==> config.mk <==
export PLATFORM = sky130hd
export DESIGN_NAME = pulse_decoder
export DESIGN_NICKNAME = d
export VERILOG_FILES = /design/src/rtl/temporal_pkg.sv /design/src/rtl/edge_det.sv /design/src/rtl/pulse_decoder.sv
export SDC_FILE = /design/constraint.sdc
export NUM_CORES = 1
export LEC_CHECK = 0
export CAP_MARGIN = 15
export CELL_PAD_IN_SITES_DETAIL_PLACEMENT = 1
export CELL_PAD_IN_SITES_GLOBAL_PLACEMENT = 1
export CORE_UTILIZATION = 47
export CTS_CLUSTER_DIAMETER = 40
export DETAILED_ROUTE_END_ITERATION = 8
export PLACE_DENSITY_LB_ADDON = 0.3
export SYNTH_ARGS = -nofsm -noshare
export SYNTH_HDL_FRONTEND = slang
export SYNTH_SLANG_ARGS = --single-unit
==> constraint.sdc <==
create_clock -name aclk -period 3.6 [get_ports aclk]
set_input_delay 0.72 -clock aclk [delete_from_list [all_inputs] [get_ports aclk]]
set_output_delay 0.72 -clock aclk [all_outputs]
set_load 0.05 [all_outputs]
==> src/rtl/temporal_pkg.sv <==
// Shared types and constants for the temporal (spike-time) decoding blocks.
package temporal_pkg;

  // Default gamma window length; a result time equal to it means "no spike" (infinity).
  localparam int unsigned GammaCycleWidth = 16;
  localparam int unsigned PulseWidth      = 8;

  typedef enum logic [1:0] {
    StIdle,
    StWaitEdge,
    StMeasure,
    StDoneWin
  } state_e;

endpackage

==> src/rtl/edge_det.sv <==
// Rising-edge detector on a single line, with a history register that can be cleared.
module edge_det (
  input  logic clk_i,
  input  logic rst_ni,
  input  logic clr_i,
  input  logic d_i,
  output logic rise_o
);

  logic prev_q, prev_d;

  // Clearing the history makes a level already high on the next cycle count as an edge.
  always_comb begin
    prev_d = clr_i ? 1'b0 : d_i;
  end

  always_ff @(posedge clk_i or negedge rst_ni) begin
    if (!rst_ni) begin
      prev_q <= 1'b0;
    end else begin
      prev_q <= prev_d;
    end
  end

  assign rise_o = d_i & ~prev_q;

endmodule

==> src/rtl/pulse_decoder.sv <==
// Decodes one pulse-width-encoded spike per gamma window into {time, fired, err}
// and presents it through a single-entry valid/ready output register.
module pulse_decoder
  import temporal_pkg::*;
#(
  parameter int unsigned GAMMA_CYCLE_WIDTH = GammaCycleWidth,
  parameter int unsigned PULSE_WIDTH       = PulseWidth
) (
  input  logic                                   aclk,
  input  logic                                   grst_n,
  input  logic                                   gamma_start,
  input  logic                                   spike_in,
  input  logic                                   out_ready,
  output logic                                   out_valid,
  output logic [$clog2(GAMMA_CYCLE_WIDTH+1)-1:0] out_time,
  output logic                                   out_fired,
  output logic                                   out_err,
  output logic                                   overrun
);

  localparam int unsigned TimeW  = $clog2(GAMMA_CYCLE_WIDTH + 1);
  localparam int unsigned WidthW = $clog2(PULSE_WIDTH + 2);

  localparam logic [TimeW-1:0]  TimeInf    = TimeW'(GAMMA_CYCLE_WIDTH);
  localparam logic [TimeW-1:0]  CntLast    = TimeW'(GAMMA_CYCLE_WIDTH - 1);
  localparam logic [WidthW-1:0] WidthLegal = WidthW'(PULSE_WIDTH);
  localparam logic [WidthW-1:0] WidthSat   = WidthW'(PULSE_WIDTH + 1);

  state_e            state_q, state_d;
  logic [TimeW-1:0]  cnt_q, cnt_d;
  logic [TimeW-1:0]  time_q, time_d;
  logic              fired_q, fired_d;
  logic              err_q, err_d;
  logic [WidthW-1:0] width_q, width_d;

  logic              out_valid_q, out_valid_d;
  logic [TimeW-1:0]  out_time_q, out_time_d;
  logic              out_fired_q, out_fired_d;
  logic              out_err_q, out_err_d;
  logic              overrun_q, overrun_d;

  logic              rise;
  logic              active;
  logic              win_end;
  logic              res_err;

  edge_det u_edge_det (
    .clk_i  (aclk),
    .rst_ni (grst_n),
    .clr_i  (gamma_start),
    .d_i    (spike_in),
    .rise_o (rise)
  );

  assign active  = (state_q == StWaitEdge) || (state_q == StMeasure);
  assign win_end = active && (gamma_start || (cnt_q == CntLast));

  always_comb begin
    state_d = state_q;
    cnt_d   = cnt_q;
    time_d  = time_q;
    fired_d = fired_q;
    err_d   = err_q;
    width_d = width_q;

    if (active && (cnt_q != CntLast)) begin
      cnt_d = cnt_q + TimeW'(1);
    end

    case (state_q)
      StWaitEdge: begin
        if (rise) begin
          if (!fired_q) begin
            fired_d = 1'b1;
            time_d  = cnt_q;
            width_d = WidthW'(1);
            state_d = StMeasure;
          end else begin
            err_d = 1'b1;
          end
        end
      end
      StMeasure: begin
        if (spike_in) begin
          if (width_q != WidthSat) width_d = width_q + WidthW'(1);
          if (width_q >= WidthLegal) err_d = 1'b1;
        end else begin
          if (width_q != WidthLegal) err_d = 1'b1;
          state_d = StWaitEdge;
        end
      end
      StDoneWin: state_d = StIdle;
      default:   state_d = state_q;
    endcase

    // Result includes this cycle's sample; a first pulse still short at window end is an error.
    res_err = fired_d && (err_d || ((state_d == StMeasure) && (width_d < WidthLegal)));

    if (win_end) state_d = StDoneWin;

    if (gamma_start) begin
      state_d = StWaitEdge;
      cnt_d   = '0;
      time_d  = '0;
      fired_d = 1'b0;
      err_d   = 1'b0;
      width_d = '0;
    end
  end

  always_comb begin
    out_valid_d = out_valid_q;
    out_time_d  = out_time_q;
    out_fired_d = out_fired_q;
    out_err_d   = out_err_q;
    overrun_d   = overrun_q;

    if (win_end) begin
      if (!out_valid_q || out_ready) begin
        out_valid_d = 1'b1;
        out_fired_d = fired_d_final();
        out_time_d  = fired_d_final() ? time_final() : TimeInf;
        out_err_d   = res_err;
      end else begin
        overrun_d = 1'b1;
      end
    end else if (out_valid_q && out_ready) begin
      out_valid_d = 1'b0;
    end
  end

  // Fired/time as of the end of this cycle, before any gamma_start clear.
  function automatic logic fired_d_final();
    return fired_q || ((state_q == StWaitEdge) && rise);
  endfunction

  function automatic logic [TimeW-1:0] time_final();
    return fired_q ? time_q : cnt_q;
  endfunction

  always_ff @(posedge aclk or negedge grst_n) begin
    if (!grst_n) begin
      state_q     <= StIdle;
      cnt_q       <= '0;
      time_q      <= '0;
      fired_q     <= 1'b0;
      err_q       <= 1'b0;
      width_q     <= '0;
      out_valid_q <= 1'b0;
      out_time_q  <= TimeInf;
      out_fired_q <= 1'b0;
      out_err_q   <= 1'b0;
      overrun_q   <= 1'b0;
    end else begin
      state_q     <= state_d;
      cnt_q       <= cnt_d;
      time_q      <= time_d;
      fired_q     <= fired_d;
      err_q       <= err_d;
      width_q     <= width_d;
      out_valid_q <= out_valid_d;
      out_time_q  <= out_time_d;
      out_fired_q <= out_fired_d;
      out_err_q   <= out_err_d;
      overrun_q   <= overrun_d;
    end
  end

  assign out_valid = out_valid_q;
  assign out_time  = out_time_q;
  assign out_fired = out_fired_q;
  assign out_err   = out_err_q;
  assign overrun   = overrun_q;

endmodule
Word level (Yosys, flattened, before mapping):

Cells that the tools add are included.

* flip-flop bits (word level): 28
* input bits: 5
* output and inout port bits: 9
* word-level logic and storage cells: 81

* $add $sub $neg: 2
* order comparisons: 2
* eq/ne operators: 9
* multiplexer cells: 33
* bitwise logic cells: 3
* reductions and logical operators: 20

Operator list (count)
* $mux 5: 7
* $mux 4: 5
* $mux 1: 13
* $mux 2: 5
* $ne 4x4->1 const B: 2
* $pmux 4 s2: 1
* $reduce_and 2->1: 4
* $reduce_bool 2->1: 4
* $eq 2x2->1 const B: 3
* $logic_and 1x1->1: 6
* $pmux 2 s3: 1
* $add 5x1->5 const B: 1
* $eq 5x4->1 const B: 1
* $logic_or 1x1->1: 5
* $ne 5x4->1 const B: 1
* $add 4x1->4 const B: 1
* $ge 4x4->1 const B: 1
* $lt 4x4->1 const B: 1
* $eq 2x1->1 const B: 1
* $ne 2x1->1 const B: 1
* $not 1->1: 2
* $pmux 1 s2: 1
* $and 1x1->1: 1
* $logic_not 1->1: 1

Depth between registers and ports, before layout:

Gate-level depths: netlist of the first run.

* depth after elaboration: 8
* mapped depth: 8
* gate-level depth less buffers: 8

Modules after synthesis:

From an unflattened synthesis of the first run, not the netlist that was laid out.

* cell total of the unflattened synthesis: 154
* area total of the unflattened synthesis: 1562.7 sq um

By module, submodules not included
* pulse_decoder: times used 1, cells each 151, area each 1510.2 sq um, sequential area each 676.9 sq um
* edge_det: times used 1, cells each 3, area each 52.6 sq um, sequential area each 25.0 sq um

Least setup slack after synthesis of the first run:

No wires, ideal clock.

* kind: reg-to-reg
* from: register cnt_q[0]
* to: register out_fired_q, in the netlist out_fired
* setup time: 119 ps
* data arrival time: 1684 ps
* data required time: 3481 ps
* path slack: 1797 ps
* cell stages (with the launch flop): 8
* buffers on the path: 1
* period minus slack after synthesis: 1803 ps
* cell sequence: dfrtp_1 ha_1 and3_1 ha_1 o21ai_0 nor2b_1 buf_2 o21a_1

* word-level cells in the longest chain between the ends: 4

Ends and longest elaborated chain
* start: declaration: RTL line pulse_decoder.sv:30 `logic [TimeW-1:0] cnt_q, cnt_d;`
* start signal: assignment: RTL line pulse_decoder.sv:156 `cnt_q <= cnt_d;`
* $eq 5x4->1: RTL line pulse_decoder.sv:56 `assign win_end = active && (gamma_start || (cnt_q == CntLast));`
* $logic_or 1x1->1: RTL line pulse_decoder.sv:56
* $logic_and 1x1->1: RTL line pulse_decoder.sv:56
* $reduce_and 2->1 (no source line)
* end signal: assignment: RTL line pulse_decoder.sv:163 `out_fired_q <= out_fired_d;`
* end: declaration: RTL line pulse_decoder.sv:38 `logic out_fired_q, out_fired_d;`

No other way between the ends.
A chain may end at the register's enable or synchronous reset.

Worst setup path in the final report of the first run:

* from: register out_time_q[4], in the netlist out_time[4]
* to: output port out_time[4]

RTL lines
* start: declaration: RTL line pulse_decoder.sv:37 `logic [TimeW-1:0] out_time_q, out_time_d;`
* start signal: assignment: RTL line pulse_decoder.sv:150 `out_time_q <= TimeInf;`
* start signal: assignment: RTL line pulse_decoder.sv:162 `out_time_q <= out_time_d;`
* end: declaration: RTL line pulse_decoder.sv:15 `output logic [$clog2(GAMMA_CYCLE_WIDTH+1)-1:0] out_time,`

No word-level cell between the ends.

==> impl_metrics.yaml, run 1 <==
run_status:
  status: "finished clean"
clock_tree:
  clock_path_buffers: 2
  post_cts_buffers: 0
  cts_hold_buf: 0
  h-tree-depth: 1
  cts_buffers: 3
  clk_latency_ns: 0.32
  cts_sinks: 28
  cts-root-buf: "clkbuf_4"
  path_clk_slew_ns: 0.13
  cts_resized: 0
  cts_tree: "built"
route:
  wire_per_inst_um: 16.2
  avgViaCountPerCell: 5.95
  drtIter0Drc: 69
  routed-via-count: 1137
  ant_nets: 0
  drc: 0
  wl_mm: 3.10
  drt_pass1_iterations: 4
critical_path:
  critPathMaxFanout: 2
  slowest_stage: "clkdlybuf4s50_1"
  max_stage_delay_ns: 0.79
  crit_chain: "clkdlybuf4s50_1"
  critical-path-top-delay-family: "buffers and inverters"
  cp.arrival_ns: 1.66
  cp-start-kind: "flop"
  cp-end-kind: "output port"
  cp_data_required_time_ns: 2.88
  path_class: "flop to output port"
  path_buf_inv: 1
floorplan:
  start_util: 0.511
  core-area_sq_um: 2830
  io_pins: 14
  fp.dieW_um: 57.5
  rows: 19
  fp.dieArea_sq_um: 3300
  fp.dieH_um: 57.5
power_and_ir_drop:
  pwr-share-clk: 0.115
  combPwrFrac: 0.486
  pwr_density_cell_nw_per_um2: 698
  report.power.total_mw: 1.13
  switching_share: 0.443
  p_sw_uw: 501
  static-leakage-power_nw: 0.695
  seqPwrFrac: 0.399
  p_int_uw: 630
  vdd_ir_drop_max_mv: 0.422
finish:
  drive_gt1_frac: 0.0688
  nFillCells: 329
  area_growth_pct: 12.2
  antennaDiodeCount: 0
  fin_util: 0.573
  nNetsFinal: 171
  final_cells: 191
  final_common_cell: "dfrtp_1"
  final_cell_mix: "dfrtp_1 (27), nor2_1 (24), clkdlybuf4s50_1 (13)"
  fin_area_sq_um: 1620
yosys:
  synth_top_family_by_area: "simple AND/OR/NAND/NOR gates"
  synth_edf_count: 0
  ys.flop_type: "dfrtp_1"
  synthAdderAreaFrac: 0.0433
  syn_inst: 148
  synth_simple_gate_area_frac: 0.210
  ys_ff_latch: 28
  async_flop_share: 1.00
  synth_xor_area_frac: 0.0182
  ys.warnings.count: 0
  synth.cell_area_sq_um: 1450
  yosysSeqAreaShare: 0.486
  synth_compound_area_frac: 0.146
  synth.area.mux_share: 0.0571
  syn-num-nets: 158
  yosysUniqueCellTypes: 42
  syn_avg_cell_area_sq_um: 9.76
global_routing:
  grt_antenna_before_repair: 0
  track_usage: 0.216
  overflow: 0
  grt_max_degree: 29
  grt_pass1_vias: 1152
  grt_pass1_wl_mm: 5.46
timing:
  clock_skew_ns: 0.0120
  fmax_mhz: 420
  setup_tns_ns: 0
  worst_pin_slew_ns: 0.500
  finalHoldViolations: 0
  maxSlewViolCount: 0
  fin_crit_ns: 2.38
  finalCritPeriodShare: 0.661
  setup_viol: 0
  rsz0062_at_grt: "false"
  relSlewSlack: 0.666
place:
  placed_area_sq_um: 1600
  portBuffers: 13
  place_inst: 187
  globalplace.congestion: 0.803
  place.detailed.hpwl_mm: 2.22
job:
  maxCapViolCount: 0
worst_hold_path:
  hold_class: "flop to flop"
[cell families after synthesis]
group,Yosys count
XOR/XNOR,3
multiplexers,8
flip-flops,28
adder cells (fa/ha/maj),5
AND/OR/NAND/NOR,59
buffers and inverters,12
AO/OA/AOI/OAI,33
[through the flow]
step | setup slack [ns] | hold slack [ns]
floorplan | 1.80 | 0.424
global placement | 1.14 | 0.460
detailed placement | 1.01 | 0.461
CTS | 1.20 | 0.503
global route | 1.15 | 0.548
finish | 1.22 | 0.494
[path summary, 6_finish.rpt]
kind / startpoint / end / slack, ns / depth (start not counted)
max in group asynchronous: grst_n / out_time[4] / 2.53 / 2
min in group asynchronous: grst_n / width_q[3] / 0.75 / 2
hold / removal: overrun / overrun / 0.49 / 1
hold reg to reg: overrun / overrun / 0.49 / 1
setup reg to reg: cnt_q[0] / out_err / 1.47 / 9
setup / recovery: out_time[4] / out_time[4] / 1.22 / 1
[registers in the layout, summed over array words and instances (netlist names), 2 cells and up]
| signal | count |
|---|---|
| cnt_q | 5 |
| out_time | 5 |
| time_q | 5 |
| width_q | 4 |
| state_q | 2 |
[cell usage after synthesis, types with 2 or more instances]
library cell	count	area, sq um
a21oi_1	7	35.0
a22oi_1	5	37.5
a31oi_1	4	25.0
buf_2	3	15.0
buf_4	2	15.0
clkbuf_1	3	11.3
dfrtp_1	27	676
ha_1	5	62.6
inv_1	3	11.3
mux2i_1	6	60.1
nand2_1	11	41.3
nand3_1	2	10.0
nand4_1	3	18.8
nor2_1	24	90.1
nor2b_1	6	37.5
nor3b_1	2	15.0
o21ai_0	9	45.0
xor2_1	2	17.5
[final cells by class]
type | count | area (sq um) | share of cell area
clock buffer | 4 | 26.3 | 0.0162
sequential | 28 | 702 | 0.433
tap | 31 | 38.8 | 0.0239
timing repair buffer | 16 | 153 | 0.0941
multi-input combinational | 108 | 687 | 0.424
inverter | 4 | 15.0 | 0.00926
[layer usage]
| layer | global-route usage | vias up | wire (um) |
|---|---|---|---|
| li1 | - | 545 | - |
| met1 | 0.309 | 572 | 1480 |
| met2 | 0.344 | 18 | 1510 |
| met3 | 0.0476 | 2 | 92 |
| met4 | 0.0314 | 0 | 12 |
| met5 | 0 | - | 0 |
[power by group through the flow]
stage | sequential [mW] | combinational (mW) | clock (mW)
final | 0.452 | 0.550 | 0.130
after global routing | 0.463 | 0.592 | 0.150
after CTS | 0.453 | 0.555 | 0.137
after detailed placement | 0.461 | 0.551 | 0
after global placement | 0.453 | 0.530 | 0
after floorplan | 0.598 | 0.243 | 0
Power figures use the tool's default switching activity.
==> run 2, diff against run 1 <==
--- a/config.mk
+++ b/config.mk
@@ -8,7 +8,7 @@
 export CAP_MARGIN = 15
 export CELL_PAD_IN_SITES_DETAIL_PLACEMENT = 1
 export CELL_PAD_IN_SITES_GLOBAL_PLACEMENT = 1
-export CORE_UTILIZATION = 47
+export CORE_UTILIZATION = 43
 export CTS_CLUSTER_DIAMETER = 40
 export DETAILED_ROUTE_END_ITERATION = 8
 export PLACE_DENSITY_LB_ADDON = 0.3
==> constraint.sdc (replaced) <==
create_clock -name aclk -period 2.3 [get_ports aclk]
set_input_delay 0.46 -clock aclk [delete_from_list [all_inputs] [get_ports aclk]]
set_output_delay 0.46 -clock aclk [all_outputs]
set_load 0.05 [all_outputs]
==> run 2 against run 1 <==
Core utilization down 2.4 points. Hold slack worse by 0.026 ns. Critical path type unchanged. Total power up 72%.
==> impl_metrics.yaml, run 2 (same netlist as run 1, synthesis figures left out) <==
critical_path:
  cp-start-kind: "flop"
  cp.arrival_ns: 1.72
  slowest_stage: "clkdlybuf4s50_1"
  critPathMaxFanout: 2
  path_class: "flop to output port"
  cp-end-kind: "output port"
  critical-path-top-delay-family: "buffers and inverters"
  crit_chain: "clkdlybuf4s50_1"
  path_buf_inv: 1
  max_stage_delay_ns: 0.80
  cp_data_required_time_ns: 1.84
place:
  place.detailed.hpwl_mm: 2.31
  place_inst: 207
  portBuffers: 13
  globalplace.congestion: 0.756
global_routing:
  overflow: 0
  grt_max_degree: 29
  track_usage: 0.209
  grt_pass1_vias: 1116
  grt_antenna_before_repair: 0
  grt_pass1_wl_mm: 5.43
route:
  wire_per_inst_um: 15.5
  drtIter0Drc: 43
  drt_pass1_iterations: 4
  avgViaCountPerCell: 5.22
  ant_nets: 0
  wl_mm: 3.28
  drc: 0
  routed-via-count: 1102
clock_tree:
  path_clk_slew_ns: 0.16
  cts_tree: "built"
  cts_sinks: 28
  cts-root-buf: "clkbuf_4"
  clock_path_buffers: 2
  clk_latency_ns: 0.35
  cts_resized: 0
  cts_buffers: 3
  h-tree-depth: 1
  cts_hold_buf: 0
  post_cts_buffers: 0
timing:
  finalHoldViolations: 0
  finalCritPeriodShare: 0.946
  fmax_mhz: 459
  fin_crit_ns: 2.18
  maxSlewViolCount: 0
  relSlewSlack: 0.662
  worst_pin_slew_ns: 0.505
  setup_tns_ns: 0
  rsz0062_at_grt: "false"
  setup_viol: 0
  clock_skew_ns: 0.00987
finish:
  area_growth_pct: 19.0
  final_cells: 211
  final_common_cell: "dfrtp_1"
  drive_gt1_frac: 0.120
  final_cell_mix: "dfrtp_1 (27), nor2_1 (24), clkdlybuf4s50_1 (13)"
  antennaDiodeCount: 0
  nNetsFinal: 178
  nFillCells: 357
power_and_ir_drop:
  vdd_ir_drop_max_mv: 0.332
  static-leakage-power_nw: 0.744
  pwr_density_cell_nw_per_um2: 1130
floorplan:
  fp.dieW_um: 60.0
  fp.dieArea_sq_um: 3600
  core-area_sq_um: 3130
  io_pins: 14
  fp.dieH_um: 60.0
  rows: 20
  start_util: 0.462
job:
  maxCapViolCount: 0
worst_hold_path:
  hold_class: "input port to asynchronous set/reset pin"
run_status:
  status: "finished clean"
## run 2: worst paths after layout
kind,start,slack [ns],cells past startpoint,to
min in group aclk,overrun,0.52,1,overrun
hold reg to reg,overrun,0.52,1,overrun
setup reg to reg,state_q[0],0.23,8,out_err
hold / removal,grst_n,0.47,2,out_err
max in group asynchronous,grst_n,1.53,2,out_time[4]
setup / recovery,out_time[4],0.12,1,out_time[4]
## run 2: final cells by class
type,instances,area [sq um],share of cell area
inverters,4,15.0,0.00873
clock buffers,3,22.5,0.0131
repair buffers,23,205,0.119
multi-input cells,108,689,0.401
flip-flops and latches,28,702,0.408
clock inverters,1,30.0,0.0175
well taps,44,55.1,0.0320
## run 2: where the power goes
part	total (mW)	internal (mW)	leakage (nW)	switching (mW)
combinational	0.905	0.341	0.357	0.563
clock	0.336	0.177	0.0279	0.159
sequential	0.700	0.611	0.359	0.0894
## run 2: through the flow
stage          utilization  area (sq um)  total power [mW]  hold WS, ns  setup slack [ns]
2_1_floorplan            -          1450              1.32        0.164             0.497
3_3_place_gp         0.532          1660              1.59        0.463            0.0901
3_5_place_dp         0.532          1660              1.62        0.491            0.0807
4_1_cts              0.549          1720              1.97        0.467             0.105
5_1_grt              0.550          1720              2.06        0.474            0.0352
6_report             0.550          1720              1.94        0.468             0.124
## run 2: per-layer routing
layer / vias to the layer above / routed length, um / GRT usage / share of wire
li1: 554 / - / - / -
met1: 528 / 1620 / 0.279 / 0.49
met2: 16 / 1570 / 0.340 / 0.48
met3: 4 / 60 / 0.0325 / 0.018
met4: 0 / 34 / 0.0797 / 0.010
met5: - / 0 / 0 / 0
==> run 3, diff against run 2 <==
--- a/config.mk
+++ b/config.mk
@@ -5,10 +5,11 @@
 export SDC_FILE = /design/constraint.sdc
 export NUM_CORES = 1
 export LEC_CHECK = 0
+export ABC_AREA = 1
 export CAP_MARGIN = 15
 export CELL_PAD_IN_SITES_DETAIL_PLACEMENT = 1
 export CELL_PAD_IN_SITES_GLOBAL_PLACEMENT = 1
-export CORE_UTILIZATION = 43
+export CORE_UTILIZATION = 42
 export CTS_CLUSTER_DIAMETER = 40
 export DETAILED_ROUTE_END_ITERATION = 8
 export PLACE_DENSITY_LB_ADDON = 0.3
==> run 3 against run 2 <==
Cell count up 20%. Register-to-register slack better by 0.17 ns. Synthesized cell count up 29%. Critical endpoint unchanged. Combinational power up 24%. Sequential cell count unchanged. Count of clock-buffer cells in the layout up 1. First-iteration DRC count down 23%. Die area up 6.9%. Synthesized area up 4.6%. Non-clock buffer count down 8.
==> impl_metrics.yaml, run 3 <==
critical_path:
  cp-startpoint: "out_time[4]"
  cp-end-kind: "output port"
  critical-path-top-delay-family: "buffers and inverters"
  slowest_stage: "clkdlybuf4s50_1"
  r2r_slack_ns: 0.40
  crit_chain: "clkdlybuf4s50_1"
  timing.rr.end: "out_time[0]"
  cp.arrival_ns: 1.67
  path_class: "flop to output port"
  cp-start-kind: "flop"
  critPathMaxFanout: 2
  max_stage_delay_ns: 0.80
  cp_data_required_time_ns: 1.84
  reg2reg_from: "cnt_q[0]"
  path_buf_inv: 1
  reg2regPathDepth: 10
power_and_ir_drop:
  vdd_ir_drop_max_mv: 0.583
  pwr_density_cell_nw_per_um2: 1190
  static-leakage-power_nw: 0.817
timing:
  final.setup.worst_slack_ns: 0.173
  relSlewSlack: 0.652
  fmax_mhz: 470
  setup_viol: 0
  finalHoldViolations: 0
  clock_skew_ns: 0.0100
  worst_pin_slew_ns: 0.520
  fin_crit_ns: 2.13
  maxSlewViolCount: 0
  rsz0062_at_grt: "false"
  setup_tns_ns: 0
  finalCritPeriodShare: 0.925
yosys:
  yosys.area.top_type: "dfrtp_1"
  yosysUniqueCellTypes: 26
  syn-num-nets: 201
  ys.warnings.count: 0
  yosysSeqAreaShare: 0.464
  synth.cell_area_sq_um: 1510
  ys.flop_type: "dfrtp_1"
  synthTopCellsByArea: "dfrtp_1 (45%), nand2_1 (12%), inv_1 (7.0%), o21ai_0 (4.6%), ha_1 (4.1%)"
  synth_edf_count: 0
  yosysTopAreaCellShare: 0.447
  synthTopCellsByCount: "nand2_1 (47), inv_1 (28), dfrtp_1 (27)"
  syn_inst: 191
  synth_most_common_cell: "nand2_1"
  async_flop_share: 1.00
  syn_avg_cell_area_sq_um: 7.91
  ys_ff_latch: 28
clock_tree:
  path_clk_slew_ns: 0.14
  cts_tree: "built"
  cts_resized: 0
  clk_latency_ns: 0.33
  post_cts_buffers: 0
  cts_buffers: 3
  clock_path_buffers: 2
  cts-root-buf: "clkbuf_4"
  cts_sinks: 28
  h-tree-depth: 1
  cts_hold_buf: 0
finish:
  drive_gt1_frac: 0.106
  final_cell_mix: "nand2_1 (47), inv_1 (28), dfrtp_1 (27)"
  nNetsFinal: 218
  final_common_cell: "nand2_1"
  antennaDiodeCount: 0
  area_growth_pct: 14.1
route:
  avgViaCountPerCell: 5.17
  drt_pass1_iterations: 4
  drc: 0
  drtIter0Drc: 33
  wl_mm: 3.52
  routed-via-count: 1307
  ant_nets: 0
  wire_per_inst_um: 13.9
global_routing:
  use_met3: 0.0311
  grt_antenna_before_repair: 0
  grt_pass1_wl_mm: 6.13
  overflow: 0
  grt_use_met1: 0.247
  grtUsageMet2: 0.409
  grt_max_degree: 29
  grt_pass1_vias: 1412
  track_usage: 0.221
  gr-max-usage-layer: "met2"
place:
  globalplace.congestion: 0.810
  place.detailed.hpwl_mm: 2.87
  portBuffers: 13
  dp_slack_ns: 0.336
floorplan:
  rows: 21
  io_pins: 14
  start_util: 0.446
  fp.dieH_um: 62.0
  fp.dieW_um: 62.0
  fp.dieArea_sq_um: 3840
  core-area_sq_um: 3390
run_status:
  status: "finished clean"
worst_hold_path:
  hp-start: "out_time[4]"
  hold_class: "flop to flop"
  holdPathStages: 2
  hold_end: "out_time[4]"
job:
  maxCapViolCount: 0
-- run 3: cell type report --
class | count | area, sq um
clock buffer | 4 | 26.3
tap | 46 | 57.6
timing repair buffer | 15 | 145
inverter | 34 | 130
multi-input combinational | 126 | 663
fill | 420 | 1670
sequential | 28 | 702
-- run 3: where the power goes --
group / switching (mW) / internal [mW] / total, mW / leakage [nW]
sequential: 0.0983 / 0.627 / 0.725 / 0.367
combinational: 0.774 / 0.348 / 1.12 / 0.435
clock: 0.138 / 0.0679 / 0.206 / 0.0150
-- run 3: how the worst max path moves through the flow --
stage,to,cells after the start
2_1_floorplan,out_time[0],10
3_3_place_gp,out_time[3],11
3_5_place_dp,out_err,11
4_1_cts,out_time[4],1
5_1_grt,out_time[4],1
6_report,out_time[4],1
-- run 3: cell families (layout without fill, tap and decap cells) --
kind of cell	count (synthesis)	in the layout	synth area share
compound gates	35	35	0.137
fa+ha+maj	5	5	0.0414
buf+inv	37	53	0.0969
flops	28	28	0.464
simple gates	86	86	0.261
-- run 3: routing by layer --
metal  up-vias  routed length [um]
met3        11                  59
met5         -                   0
met1       639                1400
met4         0                  98
li1        642                   -
met2        15                1960
-- run 3: worst reg2reg max path, stage by stage (launching register included) --
cell and delay [ns]:
dfrtp_1 0.45, ha_1 0.21, nand2_1 0.08, nor2_1 0.11
ha_1 0.16, inv_1 0.06, a21oi_1 0.28, nand2_4 0.16
nor2_8 0.16, inv_4 0.06, o21ai_2 0.10
-- run 3: per-stage QoR --
step | std cells | cell area (sq um) | util | power (mW) | hold slack (ns)
finish | 253 | 1720 | 0.509 | 2.05 | 0.493
global route | 253 | 1720 | 0.509 | 2.23 | 0.514
CTS | 253 | 1720 | 0.509 | 2.09 | 0.497
detailed placement | 249 | 1700 | 0.501 | 1.87 | 0.472
global placement | 249 | 1700 | 0.501 | 1.81 | 0.460
floorplan | 191 | 1510 | - | 1.53 | 0.164
